$ cat src/rtl/multicycle_control_pkg.sv
// ============================================================================
// Module : multicycle_control_pkg
// Brief  : Shared codes for the multi-cycle RV core sequencer: opcodes, state
//          encodings, ALUOp codes and ALU operand-B select codes.
// Rev    : 1.0  initial release
// ============================================================================
`default_nettype none

package multicycle_control_pkg;

  // Major opcodes (IR[6:0]) understood by the sequencer
  localparam logic [6:0] OPC_R      = 7'b0110011;
  localparam logic [6:0] OPC_LOAD   = 7'b0000011;
  localparam logic [6:0] OPC_STORE  = 7'b0100011;
  localparam logic [6:0] OPC_BRANCH = 7'b1100011;

  // ALUOp codes handed to alu_control
  localparam logic [1:0] ALUOP_ADD   = 2'b00;
  localparam logic [1:0] ALUOP_SUB   = 2'b01;
  localparam logic [1:0] ALUOP_FUNCT = 2'b10;

  // ALU operand-B selects
  localparam logic [1:0] SRCB_RS2  = 2'b00;
  localparam logic [1:0] SRCB_FOUR = 2'b01;
  localparam logic [1:0] SRCB_IMM  = 2'b10;

  // Sequencer state codes; the numeric values are visible on the debug port
  typedef enum logic [3:0] {
    ST_FETCH  = 4'd0,
    ST_DECODE = 4'd1,
    ST_EXEC_R = 4'd2,
    ST_WB_R   = 4'd3,
    ST_ADDR   = 4'd4,
    ST_MEM_RD = 4'd5,
    ST_WB_MEM = 4'd6,
    ST_MEM_WR = 4'd7,
    ST_BRANCH = 4'd8,
    ST_HALT   = 4'd15
  } state_t;

  // True for the opcodes the core can execute
  function automatic logic opc_legal(input logic [6:0] opc);
    return (opc == OPC_R) || (opc == OPC_LOAD) ||
           (opc == OPC_STORE) || (opc == OPC_BRANCH);
  endfunction

endpackage

`default_nettype wire

$ cat src/rtl/multicycle_control_retire_counter.sv
// ============================================================================
// Module : multicycle_control_retire_counter
// Brief  : Retired-instruction counter; increments on inc, wraps modulo
//          2^WIDTH, cleared asynchronously by reset_n.
// Rev    : 1.0  initial release
// ============================================================================
`default_nettype none

module multicycle_control_retire_counter #(
  parameter int WIDTH = 32
) (
  input  logic             clk,
  input  logic             reset_n,
  input  logic             inc,
  output logic [WIDTH-1:0] count
);

  logic [WIDTH-1:0] r_count;

  // Count one per retired instruction; natural overflow gives the wrap
  always_ff @(posedge clk or negedge reset_n) begin
    if (!reset_n) begin
      r_count <= '0;
    end else if (inc) begin
      r_count <= r_count + {{(WIDTH-1){1'b0}}, 1'b1};
    end
  end

  assign count = r_count;

endmodule

`default_nettype wire

$ cat src/rtl/multicycle_control.sv
// ============================================================================
// Module : multicycle_control
// Brief  : Multi-cycle sequencer for the sequential RV core. Walks each
//          instruction through fetch/decode/execute/memory/writeback, driving
//          datapath selects, ALUOp and the single memory port handshake.
//          Counts retired instructions and halts on an unsupported opcode.
// Rev    : 1.0  initial release
// ============================================================================
`default_nettype none

module multicycle_control
  import multicycle_control_pkg::*;
#(
  parameter int RETIRE_W = 32
) (
  input  logic                clk,
  input  logic                reset_n,
  input  logic [6:0]          opcode,
  input  logic                zero,
  input  logic                mem_ready,
  output logic                mem_req,
  output logic                mem_we,
  output logic                iord,
  output logic                ir_write,
  output logic                pc_write,
  output logic                pc_src,
  output logic                alu_src_a,
  output logic [1:0]          alu_src_b,
  output logic [1:0]          alu_op,
  output logic                reg_write,
  output logic                mem_to_reg,
  output logic [3:0]          state,
  output logic                halted,
  output logic [RETIRE_W-1:0] instr_retired
);

  state_t r_state;
  logic   r_halted;
  logic   w_retire;

  // State register and next-state selection; halted latches on the way into HALT
  always_ff @(posedge clk or negedge reset_n) begin
    if (!reset_n) begin
      r_state  <= ST_FETCH;
      r_halted <= 1'b0;
    end else begin
      case (r_state)
        ST_FETCH:  if (mem_ready) r_state <= ST_DECODE;
        ST_DECODE: begin
          if (opcode == OPC_R) begin
            r_state <= ST_EXEC_R;
          end else if ((opcode == OPC_LOAD) || (opcode == OPC_STORE)) begin
            r_state <= ST_ADDR;
          end else if (opcode == OPC_BRANCH) begin
            r_state <= ST_BRANCH;
          end else begin
            r_state  <= ST_HALT;
            r_halted <= 1'b1;
          end
        end
        ST_EXEC_R: r_state <= ST_WB_R;
        ST_WB_R:   r_state <= ST_FETCH;
        ST_ADDR:   r_state <= (opcode == OPC_LOAD) ? ST_MEM_RD : ST_MEM_WR;
        ST_MEM_RD: if (mem_ready) r_state <= ST_WB_MEM;
        ST_WB_MEM: r_state <= ST_FETCH;
        ST_MEM_WR: if (mem_ready) r_state <= ST_FETCH;
        ST_BRANCH: r_state <= ST_FETCH;
        ST_HALT:   r_state <= ST_HALT;
        default: begin
          r_state  <= ST_HALT;
          r_halted <= 1'b1;
        end
      endcase
    end
  end

  // An instruction retires on the edge that leaves its final state
  always_comb begin
    w_retire = 1'b0;
    case (r_state)
      ST_WB_R, ST_WB_MEM, ST_BRANCH: w_retire = 1'b1;
      ST_MEM_WR:                     w_retire = mem_ready;
      default:                       w_retire = 1'b0;
    endcase
  end

  // Control decode from state; everything is forced low while reset is held
  always_comb begin
    mem_req    = 1'b0;
    mem_we     = 1'b0;
    iord       = 1'b0;
    ir_write   = 1'b0;
    pc_write   = 1'b0;
    pc_src     = 1'b0;
    alu_src_a  = 1'b0;
    alu_src_b  = SRCB_RS2;
    alu_op     = ALUOP_ADD;
    reg_write  = 1'b0;
    mem_to_reg = 1'b0;
    case (r_state)
      ST_FETCH: begin
        mem_req   = 1'b1;
        alu_src_b = SRCB_FOUR;
        ir_write  = mem_ready;
        pc_write  = mem_ready;
      end
      ST_DECODE: begin
        alu_src_b = SRCB_IMM;
      end
      ST_EXEC_R: begin
        alu_src_a = 1'b1;
        alu_op    = ALUOP_FUNCT;
      end
      ST_WB_R: begin
        reg_write = 1'b1;
      end
      ST_ADDR: begin
        alu_src_a = 1'b1;
        alu_src_b = SRCB_IMM;
      end
      ST_MEM_RD: begin
        mem_req = 1'b1;
        iord    = 1'b1;
      end
      ST_WB_MEM: begin
        reg_write  = 1'b1;
        mem_to_reg = 1'b1;
      end
      ST_MEM_WR: begin
        mem_req = 1'b1;
        mem_we  = 1'b1;
        iord    = 1'b1;
      end
      ST_BRANCH: begin
        alu_src_a = 1'b1;
        alu_op    = ALUOP_SUB;
        pc_src    = 1'b1;
        pc_write  = zero;
      end
      default: ;
    endcase
    if (!reset_n) begin
      mem_req    = 1'b0;
      mem_we     = 1'b0;
      iord       = 1'b0;
      ir_write   = 1'b0;
      pc_write   = 1'b0;
      pc_src     = 1'b0;
      alu_src_a  = 1'b0;
      alu_src_b  = 2'b00;
      alu_op     = 2'b00;
      reg_write  = 1'b0;
      mem_to_reg = 1'b0;
    end
  end

  multicycle_control_retire_counter #(
    .WIDTH (RETIRE_W)
  ) u_retire_counter (
    .clk     (clk),
    .reset_n (reset_n),
    .inc     (w_retire),
    .count   (instr_retired)
  );

  assign state  = r_state;
  assign halted = r_halted;

endmodule

`default_nettype wire

$ cat config.mk
export PLATFORM = sky130hd
export DESIGN_NAME = multicycle_control
export DESIGN_NICKNAME = d
export VERILOG_FILES = /design/src/rtl/multicycle_control_pkg.sv /design/src/rtl/multicycle_control_retire_counter.sv /design/src/rtl/multicycle_control.sv
export SDC_FILE = /design/constraint.sdc
export NUM_CORES = 1
export LEC_CHECK = 0
export CAP_MARGIN = 10
export CORE_UTILIZATION = 40
export CTS_BUF_LIST = sky130_fd_sc_hd__clkbuf_8 sky130_fd_sc_hd__clkbuf_16
export DETAILED_ROUTE_END_ITERATION = 8
export DONT_BUFFER_PORTS = 1
export PLACE_DENSITY = 0.51
export SLEW_MARGIN = 20
export SYNTH_ARGS = -nofsm -noshare
export SYNTH_HDL_FRONTEND = slang
export SYNTH_SLANG_ARGS = --single-unit
$ cat constraint.sdc
create_clock -name clk -period 4.11 [get_ports clk]
set_clock_uncertainty 0.15 [all_clocks]
set_input_delay 0.2055 -clock clk [delete_from_list [all_inputs] [get_ports clk]]
set_output_delay 0.2055 -clock clk [all_outputs]
set_load 0.005 [all_outputs]
Word level (Yosys, flattened, before mapping)
Cells that the tools add are included.
{ "word_totals": {"inputBits": 11, "out_inout_bits": 50, "wordCells": 70, "regBits": 37} }
{ "op_classes": {"n_addsub": 1, "n_mux": 35, "n_reduce_logical": 11, "n_bitwise": 1, "n_eq_ne": 19} }
{ "op_table": {"columns": ["operator", "count"], "rows": [
  ["$add A32 B1 Y32 const B", 1],
  ["$pmux W4 S7", 1],
  ["$mux W1", 20],
  ["$mux W4", 5],
  ["$eq A4 B3 Y1 const B", 4],
  ["$eq A7 B6 Y1 const B", 2],
  ["$ne A2 B2 Y1 const B", 6],
  ["$reduce_or A3 Y1", 3],
  ["$reduce_or A9 Y1", 1],
  ["$eq A4 B2 Y1 const B", 2],
  ["$eq A4 B4 Y1 const B", 2],
  ["$pmux W2 S2", 2],
  ["$eq A7 B2 Y1 const B", 1],
  ["$eq A7 B7 Y1 const B", 1],
  ["$mux W2", 3],
  ["$pmux W1 S2", 3],
  ["$reduce_or A2 Y1", 3],
  ["$eq A4 B1 Y1 const B", 1],
  ["$logic_not A4 Y1", 1],
  ["$reduce_and A4 Y1", 1],
  ["$mux W3", 1],
  ["$reduce_and A3 Y1", 1],
  ["$logic_or A1 B1 Y1", 1],
  ["$not A1 Y1", 1]
]} }

Longest topological paths before layout
{ "logic_depth": {"ltp_word": 5, "mapped_depth": 7, "depth_no_buf": 5} }

Hierarchy
From an unflattened synthesis, not the netlist that was laid out.
{ "unflattened": {"cells_unflattened": 203, "area_unflattened_um2": 2050.7} }
{ "by_module_without_submodules": {"columns": ["mod", "instances", "area_each_um2", "cells_per_inst"], "rows": [
  ["multicycle_control_retire_counter", 1, 1448.9, 123],
  ["multicycle_control", 1, 601.8, 80]
]} }

Least setup slack after synthesis
No wires, ideal clock.
{ "synth_timing": {"path_kind": "register -> register", "startpoint": "register r_state[1], in the netlist state[1]", "endpoint": "register u_retire_counter.r_count[28], in the netlist u_retire_counter.count[28]", "setup_slack_ns": 2.174, "arrival_ns": 1.663, "path_stages_with_launch": 8, "synth_period_minus_slack_ns": 1.936, "required_ns": 3.837, "path_cell_list": "dfrtp_1 buf_2 nor4b_1 a31o_2 buf_4 nor4b_4 nand4_1 xnor2_1"} }
{ "synth_via": {"elab_chain_len": 3, "elab_cells_between_ends": 6, "classes_between": "4 x eq/ne; 1 x mux; 1 x reduce/logical"} }
{ "synth_rtl": {"columns": ["item", "line", "source"], "rows": [
  ["from (decl)", "multicycle_control.sv:37", "state_t r_state;"],
  ["from (signal assigned)", "multicycle_control.sv:63", "ST_ADDR: r_state <= (opcode == OPC_LOAD) ? ST_MEM_RD : ST_MEM_WR;"],
  ["$eq A4 B3 Y1, or another cell as far along", "multicycle_control.sv:80", "case (r_state)"],
  ["$reduce_or A3 Y1 (no line)", null, null],
  ["$pmux W1 S2 (*)", "multicycle_control.sv:80", null],
  ["to (signal assigned)", "multicycle_control_retire_counter.sv:25", "r_count <= r_count + {{(WIDTH-1){1'b0}}, 1'b1};"],
  ["to (decl)", "multicycle_control_retire_counter.sv:18", "logic [WIDTH-1:0] r_count;"]
]} }
Every way passes the cells marked *; elsewhere a longest branch is shown, timed or not.
A chain may end at the register's enable or synchronous reset.

Worst setup path in the final report
{ "layout_timing": {"startpoint": "register r_state[2], in the netlist state[2]", "endpoint": "output port pc_write"} }
{ "layout_via": {"elab_chain_len": 3, "elab_cells_between_ends": 4, "classes_between": "1 x eq/ne; 2 x mux; 1 x reduce/logical"} }
{ "layout_rtl": {"columns": ["item", "line", "source"], "rows": [
  ["$eq A4 B4 Y1 or $logic_not A4 Y1 (tied branches)", "multicycle_control.sv:100", "case (r_state)"],
  ["$pmux W1 S2 (*)", "multicycle_control.sv:100", null],
  ["$mux W1 (*)", "multicycle_control.sv:142", "if (!reset_n) begin"],
  ["to (decl)", "multicycle_control.sv:25", "output logic pc_write,"]
]} }
Marks and branches as above.

==> results by group <==
Status
  – Status: complete, no violations

Power and ir drop
  – Switch share: 35.40%
  – Net Sw Power: 340.2 µW
  – Gate power share: a little over a fifth
  – Power density over the cells: 441.2 mW/mm²
  – Clock power share: 25.9%
  – Leakage Power: 0.0009753 µW
  – Internal power: 620.8 µW
  – VDD IR-drop max: 0.2226 mV
  – Flop pwr share: between 50% and 60%

Critical path
  – Crit. End Element: output port
  – Worst EP required: 3.75 ns
  – Startpoint type of the worst setup path: flip-flop
  – CP arrival: 1.95 ns
  – Crit path max fanout: 18
  – Crit path kind: reg -> out

Place
  – Pre-CTS setup slack: 1.952 ns
  – Dpl cell area: 0.002052 mm²
  – Detailed placement HPWL: 3121 µm
  – GP Congestion: slightly below 0.8
  – I/O Buffers: 0

Clock network
  – TritonCTS Sinks: 37
  – Root Driver: clkbuf_8
  – Longest Clk Path Bufs: 2
  – Cts bufs inserted: 5
  – H-tree Lvls: 2
  – Worst skew pair latency: 0.28 ns
  – CTS tree: built
  – Clock transition at the registers of the reported paths: 0.07 ns

Final layout
  – # diodes: 0
  – Fill count: 476
  – Post-route cell area: about 0.0022 mm²
  – Synthesis-to-finish area growth: 8.677%
  – Share of cells above drive strength 1: 9.569%
  – Nets: 221

STA
  – Fmax: 434.6 MHz
  – Final Slew Violations: 0
  – Minimum clock period: 2.301 ns
  – Total negative setup slack: 0 ns
  – Fraction of the cycle the final worst path needs: 55.99%
  – Final hold vios: 0
  – Unrepaired setup endpoints after global routing: false
  – Number of setup violations in the final report: 0
  – Setup ws final: 1.809 ns
  – Relative max-transition margin: between 60 and 70%
  – Worst Tran Pin Value: ~0.55 ns

Yosys
  – Syn avg cell area: between 9 and 10 µm²
  – Seq/Total Area, Yosys: approximately 46%
  – Synthesized instance count: 206
  – Synth area leader: dfrtp_1
  – Synth top cells by count: dfrtp_1, xnor2_1, nand2_1, nand3_1, nor2_1
  – Async SR Flop Fraction: 100.0%
  – Area share of the largest cell type after synthesis: 46.19%
  – Predominant post-synthesis flop cell: dfrtp_1
  – Synth warnings: 0
  – Post-Syn Area: approximately 0.002 mm²
  – Post-synth EDFFs: 0
  – Syn_nets: 218
  – Count leader, synth: dfrtp_1
  – Leading post-synthesis cells by cell area: dfrtp_1, xnor2_1, xor2_1, nand3_1, nand2_1
  – Synth cell types: 40
  – Synthesized flop and latch total: 37

Detailed routing
  – Total number of vias: about 1500
  – Post-DRT Antenna Nets: 0
  – DRT Pass-1 Iters: 5
  – Vias/cell: 5.475
  – Detailed Route WL: around 4300 µm
  – Drt drc: 0
  – Average wire per standard cell: ~15 µm
  – DRT iter0 DRCs: 202

Global routing
  – First-pass GRT wire length: between 7000 and 8000 µm
  – Largest net degree at the start of global routing: 38
  – Grt total ovfl: 0
  – Initial antenna violation count: 0
  – Vias in the first global route: 1408
  – Total track usage: 17.47%

Min path
  – Worst hold-check path type: in -> reg

Floorplan
  – Core area: 0.004786 mm²
  – I/O Pins: 61
  – Cell Rows: 25
  – Initial core utilization: 41.88%
  – Die area: approximately 0.0053 mm²
  – Die height: 72.79 µm
  – Die X: 72.79 µm

Run
  – MaxCap Viol Count: 0
## stage by stage
step,util (%),power [µW],std cells,hold WS (ns)
after floorplan,-,666.0,206,-0.2401
after global routing,45.52,1026,276,0.01640
after CTS,45.52,971.6,276,0.007256
after detailed placement,42.88,708.6,266,-0.2385
final,45.52,961.0,276,0.01342
after global placement,42.88,703.4,266,-0.2389
## worst paths after layout
check | slack (ns) | from | cells after the start | to
hold / removal | 0.01 | mem_ready | 3 | state[0]
max in group asynchronous | 3.39 | reset_n | 2 | state[1]
setup / recovery | 1.81 | state[2] | 4 | pc_write
hold reg to reg | 0.34 | halted | 1 | halted
min in group asynchronous | 0.22 | reset_n | 2 | state[0]
setup reg to reg | 1.94 | state[2] | 5 | u_retire_counter.count[28]
## flip-flops by register name, indices dropped and copies added (netlist names)
register                cells
u_retire_counter.count     32
state                       4
halted                      1
## cell type report
cell class                      count  area [µm²]  area share [%]
Inverter                            8       30.03           1.379
Sequential cell                    37       925.9           42.50
Clock buffer                        6       82.58           3.791
Multi-Input combinational cell    154        1012           46.47
Clock inverter                      1       3.754          0.1723
Timing Repair Buffer                3       40.04           1.838
Tap cell                           67       83.83           3.848
## kinds of logic after synthesis
logic type,after synthesis,synth area share [%]
and+or+nand+nor,93,27.03
DFF,37,46.19
xor gates and xnor gates,34,14.86
AOI/OAI and AO/OA,25,7.428
buffers and inverters,15,3.308
muxes,1,0.5618
adders and majority gates,1,0.6241
## what timing repair did
| item | in CTS | in global routing |
|---|---|---|
| setup endpoints to repair | 0 | 0 |
| hold endpoints to repair | 38 | 0 |
| setup buffers | 0 | 0 |
| gates resized for setup | 0 | 0 |
| hold buffers | 3 | 0 |
## per-layer routing
metal  track usage [%]  wire length [µm]  up-vias
met3             6.215               379        8
met4             6.318                62        0
met5                 0                 0        -
met1             24.29              1954      726
li1                  -                 -      716
met2             25.03              1880       61
## power by group through the flow
| stage | logic, µW | registers, µW | clock network [µW] |
|---|---|---|---|
| after floorplan | 213 | 453 | 0 |
| after global placement | 193 | 510 | 0 |
| after detailed placement | 195 | 514 | 0 |
| after CTS | 207 | 506 | 258 |
| after global routing | 233 | 518 | 275 |
| final | 205 | 507 | 249 |
## cell usage in the layout (no fill, tap or decap), types with 5 or more instances in the layout
cell type  netlist  routed
and3_1           7       7
inv_1            8       9
dfrtp_1         37      37
xor2_1          13      13
nand4_1          5       5
o21ai_0          8       8
clkbuf_8         0       6
nand2_1         20      20
nor2_1          14      14
nand3_1         16      16
nor3_1           7       7
a21oi_1          8       8
xnor2_1         21      21
## critical path, cell delays in order (launching register included)
cell     delay, ns
dfrtp_1       0.58
or2_2         0.40
nor2_1        0.25
and3_1        0.29
a21o_1        0.15
(Power assumes the default switching activity.)
